===== src/rtl/ctx_table.sv =====
// ctx_table: per-slot resume-PC table with a round-robin scheduler.
// Slot 0 belongs to the OS and is never granted; the scan visits one
// candidate per cycle starting after the last granted slot.
// Optional feature: define CTX_STATS_EN to add saturating 16-bit per-slot
// grant counters readable through stat_id / stat_count.
module ctx_table #(
  parameter int unsigned NPROG = 4,
  parameter int unsigned IDW   = 2
) (
  input  logic             clock,
  input  logic             reset,
  input  logic             load_en,
  input  logic [IDW-1:0]   load_id,
  input  logic [31:0]      load_pc,
  input  logic             save_en,
  input  logic [IDW-1:0]   save_id,
  input  logic [31:0]      save_pc,
  input  logic             save_done,
  input  logic             sched_req,
  output logic             busy,
  output logic             sched_valid,
  output logic             sched_none,
  output logic [IDW-1:0]   sched_id,
  output logic [31:0]      sched_pc,
  output logic [NPROG-1:0] ready_mask
`ifdef CTX_STATS_EN
  ,
  input  logic [IDW-1:0]   stat_id,
  output logic [15:0]      stat_count
`endif
);

  localparam int unsigned PCW = 32;

  typedef enum logic [1:0] {
    ST_IDLE = 2'd0,
    ST_SCAN = 2'd1,
    ST_RESP = 2'd2
  } state_t;

  state_t          state_q, state_d;
  logic [IDW-1:0]  cand_q, cand_d;
  logic [IDW-1:0]  cnt_q, cnt_d;
  logic [IDW-1:0]  last_q, last_d;
  logic            busy_d, valid_d, none_d;
  logic [IDW-1:0]  id_d;
  logic [PCW-1:0]  pc_d;

  logic [PCW-1:0]  pc_q [NPROG];
  logic [NPROG-1:0] rdy_q;

  // Round-robin successor over slots 1..NPROG-1
  function automatic logic [IDW-1:0] nxt(input logic [IDW-1:0] x);
    if (x == IDW'(NPROG - 1)) return IDW'(1);
    else                      return x + IDW'(1);
  endfunction

  assign ready_mask = rdy_q;

  // Context table writes; load is applied last so it wins over a same-slot save
  always_ff @(posedge clock) begin
    if (!reset) begin
      for (int i = 0; i < int'(NPROG); i++) pc_q[i] <= '0;
      rdy_q <= '0;
    end else begin
      if (save_en && (save_id != '0)) begin
        pc_q[save_id]  <= save_pc;
        rdy_q[save_id] <= !save_done;
      end
      if (load_en && (load_id != '0)) begin
        pc_q[load_id]  <= load_pc;
        rdy_q[load_id] <= 1'b1;
      end
    end
  end

  // Scheduler state and registered outputs
  always_ff @(posedge clock) begin
    if (!reset) begin
      state_q     <= ST_IDLE;
      cand_q      <= '0;
      cnt_q       <= '0;
      last_q      <= '0;
      busy        <= 1'b0;
      sched_valid <= 1'b0;
      sched_none  <= 1'b0;
      sched_id    <= '0;
      sched_pc    <= '0;
    end else begin
      state_q     <= state_d;
      cand_q      <= cand_d;
      cnt_q       <= cnt_d;
      last_q      <= last_d;
      busy        <= busy_d;
      sched_valid <= valid_d;
      sched_none  <= none_d;
      sched_id    <= id_d;
      sched_pc    <= pc_d;
    end
  end

  // Next-state logic; the response pulses are raised on entry to RESP
  always_comb begin
    state_d = state_q;
    cand_d  = cand_q;
    cnt_d   = cnt_q;
    last_d  = last_q;
    busy_d  = busy;
    valid_d = 1'b0;
    none_d  = 1'b0;
    id_d    = sched_id;
    pc_d    = sched_pc;
    unique case (state_q)
      ST_IDLE: begin
        if (sched_req) begin
          state_d = ST_SCAN;
          cand_d  = nxt(last_q);
          cnt_d   = '0;
          busy_d  = 1'b1;
        end
      end
      ST_SCAN: begin
        if (cnt_q == IDW'(NPROG - 1)) begin
          state_d = ST_RESP;
          none_d  = 1'b1;
        end else if (rdy_q[cand_q]) begin
          state_d = ST_RESP;
          valid_d = 1'b1;
          id_d    = cand_q;
          pc_d    = pc_q[cand_q];
          last_d  = cand_q;
        end else begin
          cand_d = nxt(cand_q);
          cnt_d  = cnt_q + IDW'(1);
        end
      end
      ST_RESP: begin
        state_d = ST_IDLE;
        busy_d  = 1'b0;
      end
      default: begin
        state_d = ST_IDLE;
        busy_d  = 1'b0;
      end
    endcase
  end

`ifdef CTX_STATS_EN
  logic [15:0] gcnt_q [NPROG];

  // Saturating per-slot grant counters, bumped on each grant pulse
  always_ff @(posedge clock) begin
    if (!reset) begin
      for (int i = 0; i < int'(NPROG); i++) gcnt_q[i] <= '0;
    end else if (sched_valid && (gcnt_q[sched_id] != 16'hFFFF)) begin
      gcnt_q[sched_id] <= gcnt_q[sched_id] + 16'd1;
    end
  end

  assign stat_count = gcnt_q[stat_id];
`endif

endmodule


===== config.mk =====
export PLATFORM = sky130hd
export DESIGN_NAME = ctx_table
export DESIGN_NICKNAME = d
export VERILOG_FILES = /design/src/rtl/ctx_table.sv
export SDC_FILE = /design/constraint.sdc
export NUM_CORES = 1
export LEC_CHECK = 0
export CAP_MARGIN = 20
export CELL_PAD_IN_SITES_DETAIL_PLACEMENT = 0
export CELL_PAD_IN_SITES_GLOBAL_PLACEMENT = 1
export CORE_MARGIN = 2
export CORE_UTILIZATION = 40
export DETAILED_ROUTE_END_ITERATION = 6
export PLACE_DENSITY = 0.81
export SLEW_MARGIN = 15
export SYNTH_ARGS = -nofsm -noshare
export SYNTH_HDL_FRONTEND = slang
export SYNTH_SLANG_ARGS = --single-unit

===== constraint.sdc =====
create_clock -name clock -period 2.8 [get_ports clock]
set_input_delay 0.84 -clock clock [delete_from_list [all_inputs] [get_ports clock]]
set_output_delay 0.84 -clock clock [all_outputs]
set_load 0.005 [all_outputs]

# Yosys cells after proc, flatten, opt, wreduce, memory -nomap -nowiden

Memories as Yosys holds them, arrays and structs flattened. A register that Yosys moved wholly into a read port is not among the register bits.
Index checks and enable logic that the tools add are counted.

Register bits: 15
Bits in writable memories: 128
Bits of input ports: 74
Output and inout bits: 41
Word-level logic and storage cells: 88
Memories: 1

Add/sub/neg operators: 3
Order comparisons: 5
Equality and inequality tests: 8
Mux-type cells: 41
Bitwise gates (word level): 4
Reductions and logical operators: 18

Memories:

| name | depth | width | read ports | clocked after Yosys merged registers in | write ports | line | text |
|---|---|---|---|---|---|---|---|
| pc_q | 4     | 32    | 1          | 1                                       | 4           | 49   | `logic [PCW-1:0] pc_q [NPROG];` |

Operators with widths:

| kind                  | count |
|---|---|
| $mux W32              | 2 |
| $reduce_or A32 Y1     | 2 |
| $mux W2               | 13 |
| $mux W1               | 15 |
| $mux W4               | 3 |
| $pmux W2 S2           | 3 |
| $lt A2 B3 Y1 const B  | 3 |
| $add A2 B1 Y2 const B | 3 |
| $eq A2 B2 Y1 const B  | 3 |
| $ne A2 B2 Y1 const B  | 3 |
| $reduce_and A2 Y1     | 3 |
| $reduce_bool A2 Y1    | 3 |
| $bwmux W4             | 1 |
| $demux W1 S2          | 2 |
| $ge A2 B1 Y1 const B  | 2 |
| $logic_and A1 B1 Y1   | 4 |
| $or A4 B4 Y4          | 1 |
| $reduce_and A4 Y1     | 1 |
| $ne A3 B3 Y1 const B  | 1 |
| $not A1 Y1            | 3 |
| $reduce_and A3 Y1     | 1 |
| $reduce_or A3 Y1      | 1 |
| $bmux W1 S2           | 1 |
| $eq A2 B1 Y1 const B  | 1 |
| other kinds (3)       | 4 |

# Depth between registers and ports, before layout

Depth in word-level cells: 9
Depth in mapped cells: 6
Depth with buffers taken out: 4

# Worst setup path after synthesis

Ideal clock, no wire load.

Kind: input to register
Start point: input port load_id[0]
End point: memory pc_q[2][0], enable pin
Library setup time: 0.395 ns
Arrival: 2.404 ns
Data required time: 2.405 ns
Setup slack: 0.001 ns
Stages on the path: 4
Buffers on the path: 2
Cell sequence: and4b_1 -> clkbuf_1 -> clkbuf_1 -> nand3b_1

RTL lines:

| element         | line | text |
|---|---|---|
| start, declared | 13   | `input logic [IDW-1:0] load_id,` |
| end, declared   | 49   |  |

==> impl_results.md <==
- CP startpoint kind: input pin
- Setup violations, final: 0
- Hold/Removal Path Class: reg -> reg
- Yosys reg bits: 175
- Global routing usage on met1: 0.2571
- Max-cap viol count: 0
- Post-Synthesis Cells: 580
- Placed inst area: 9439 um2
- Die Height: 144.3 um
- WL final: 19.63 mm
- Detailed Route Iter0 Violations: 517
- Dominant cells by area after synthesis: edfxtp_1 (49%), dfxtp_1 (12%), mux4_2 (9.4%)
- Yosys top cell area share: 0.4879
- CTS Buf Count: 17
- Io pins: 115
- Fmax: 414.6 MHz
- Vias in the first global route: 5536
- Core Rows: 51
- Period utilization: 0.8614
- Crit-path max FO: 32
- Slew Limit Fails: 0
- N_diodes: 0
- P&R area growth vs syn: 27.41%
- Power Dens Cells: 610.5 nW/um2
- Data arrival, critical path: 2.59 ns
- CTS max path bufs: 2
- Most used routing layer: met2
- DRC: 0
- Syn_area_per_cell: 13.58 um2
- Fin crit period: 2.412 ns
- Post-synth EDFFs: 128
- CP Capture Type: register
- Rel. slew slack: 0.5175
- Fin cells: 986
- HPWL after DPL: 12.04 mm
- Core area: 19400 um2
- Status: finished, final reports clean
- Worst slew pin tran: 0.7237 ns
- WHS: 0.4803 ns
- Post-Syn Area: 7878 um2
- Antenna violations before repair: 0
- Setup Fix Bufs, Post-CTS: 0
- Vias per cell: 5.574
- GRT met3 Usage: 0.04338
- Worst hold stages: 2
- Largest net degree at the start of global routing: 69
- Clock sink total: 175
- Starting Density: 0.4061
- GRT overflow: 0
- Post-cts resize count: 0
- Sequential share of the synthesized area: 0.6074
- Area leader, netlist: edfxtp_1
- Ys flop type: edfxtp_1
- Unique cell type count in the Yosys netlist: 40
- Setup TNS: 0 ns
- # hold bufs at CTS: 0
- Clock transition at path regs: 0.07 ns
- Final instance area: 10040 um2
- FF-to-FF path depth: 4
- First-pass GRT wire length: 30.46 mm
- Final hold vios: 0
- Clock Latency Late Sink: 0.43 ns
- DR pass1 iterations: 5
- Routability cong.: 0.7667
- GRT Resource Usage Total: 0.1946
- Unrepaired setup endpoints after global routing: false
- Kind of critical path: in -> reg
- LEAKAGE: 0.003455 uW
- Root buf cell: clkbuf_16
- WP data required: 2.97 ns
- WL per Instance: 19.91 um
- H-tree lvl count: 4
- Placed insts: 954
- Clock skew: 0.008411 ns
- Max rail drop VDD: 0.4123 mV
- Fraction of registers with async set/reset: 0
- Share of layout cells above drive strength 1: 0.1456
- Routed Antenna Nets: 0
- M2 GR Usage: 0.3128
- PortBufs: 114
- Fin nets: 785
- Die width: 144.3 um
- Power consumption: 6127 uW
- Syn. warnings: 0
- Via count: 5496
- CTS tree: yes
- Die area: 20830 um2
## layout by cell type (no fill, tap or decap), types with 4 or more instances in the layout
cell	Yosys	layout
a22o_1	64	64
nand3_1	67	67
clkbuf_8	0	4
mux4_2	33	33
clkbuf_16	0	17
mux2i_1	5	5
nand2_1	34	33
edfxtp_1	128	128
inv_1	5	4
clkdlybuf4s50_1	0	114
buf_4	0	16
dfxtp_1	47	45
buf_12	0	5
a21oi_1	66	66
a21bo_1	29	29
a21bo_2	4	4
conb_1	1	32
## area by class of cell
class	count	area (um2)
well taps	265	331.6
inverters	5	21.27
multi-input cells	374	2938
clock buffers	23	488.0
repair buffers	135	1361
clock inverters	9	110.1
fillers	1663	9361
flip-flops and latches	175	4787
## per-layer routing
metal	vias up	routed length (um)
li1	2500	-
met1	2711	8151
met2	251	9654
met3	34	1429
met4	0	392
met5	-	0
## Yosys cell counts, types with 2 or more instances
cell type,count
edfxtp_1,128
a22o_1,64
dfxtp_1,47
mux4_2,33
nand2_1,34
buf_1,8
or3b_2,2
a21bo_1,29
o21bai_1,2
buf_2,11
nor3_1,4
inv_1,5
mux2i_1,5
mux2_2,2
clkbuf_1,32
nand3b_1,3
a21bo_2,4
buf_6,6
o31ai_1,2
o2111ai_1,2
a21oi_1,66
nor2_1,2
and3_1,2
nand3_1,67
a21oi_2,2
and3b_1,2
ha_1,3
## worst paths after layout
kind,slack [ns],startpoint,to
setup / recovery,0.39,reset,pc_q[3][7]
hold / removal,0.48,cnt_q[1],cnt_q[1]
setup reg to reg,0.81,ready_mask[3],sched_pc[5]
hold reg to reg,0.48,cnt_q[1],cnt_q[1]
## power breakdown
group	switching [uW]	internal (uW)	total, uW
logic	361	348	710
clock network	963	1410	2370
registers	58.9	2990	3050
## sequential cells by signal (all words and copies together), names as in the netlist
| register | count |
|---|---|
| busy | 1 |
| sched_pc | 32 |
| sched_valid | 1 |
| state_q | 2 |
| pc_q | 128 |
| cand_q | 2 |
| cnt_q | 2 |
| sched_none | 1 |
| ready_mask | 4 |
| last_q | 2 |
## worst max-delay path: stages
cell and delay (ns):
clkdlybuf4s50_1 0.73, and4_1 0.42, nor3_2 0.06, buf_4 0.28, a22o_1 0.24
## metrics by stage
stage | utilization | worst slack [ns]
floorplan | - | 0.001125
global placement | 0.4866 | 0.01861
CTS | 0.5174 | 0.4586
finish | 0.5174 | 0.3881
global route | 0.5174 | 0.3305
detailed placement | 0.4866 | 0.003708
## cell families (layout without fill, tap and decap cells)
| group | count (synthesis) | count (layout) | share of synthesized area |
|---|---|---|---|
| buffers and inverters | 62 | 172 | 0.03701 |
| other | 1 | 32 | 0.0004760 |
| AOI/OAI and AO/OA | 176 | 176 | 0.1692 |
| and+or+nand+nor | 123 | 123 | 0.07767 |
| DFF | 175 | 175 | 0.6074 |
| muxes | 40 | 40 | 0.1036 |
| adders and majority gates | 3 | 3 | 0.004765 |
(Power assumes the default switching activity.)
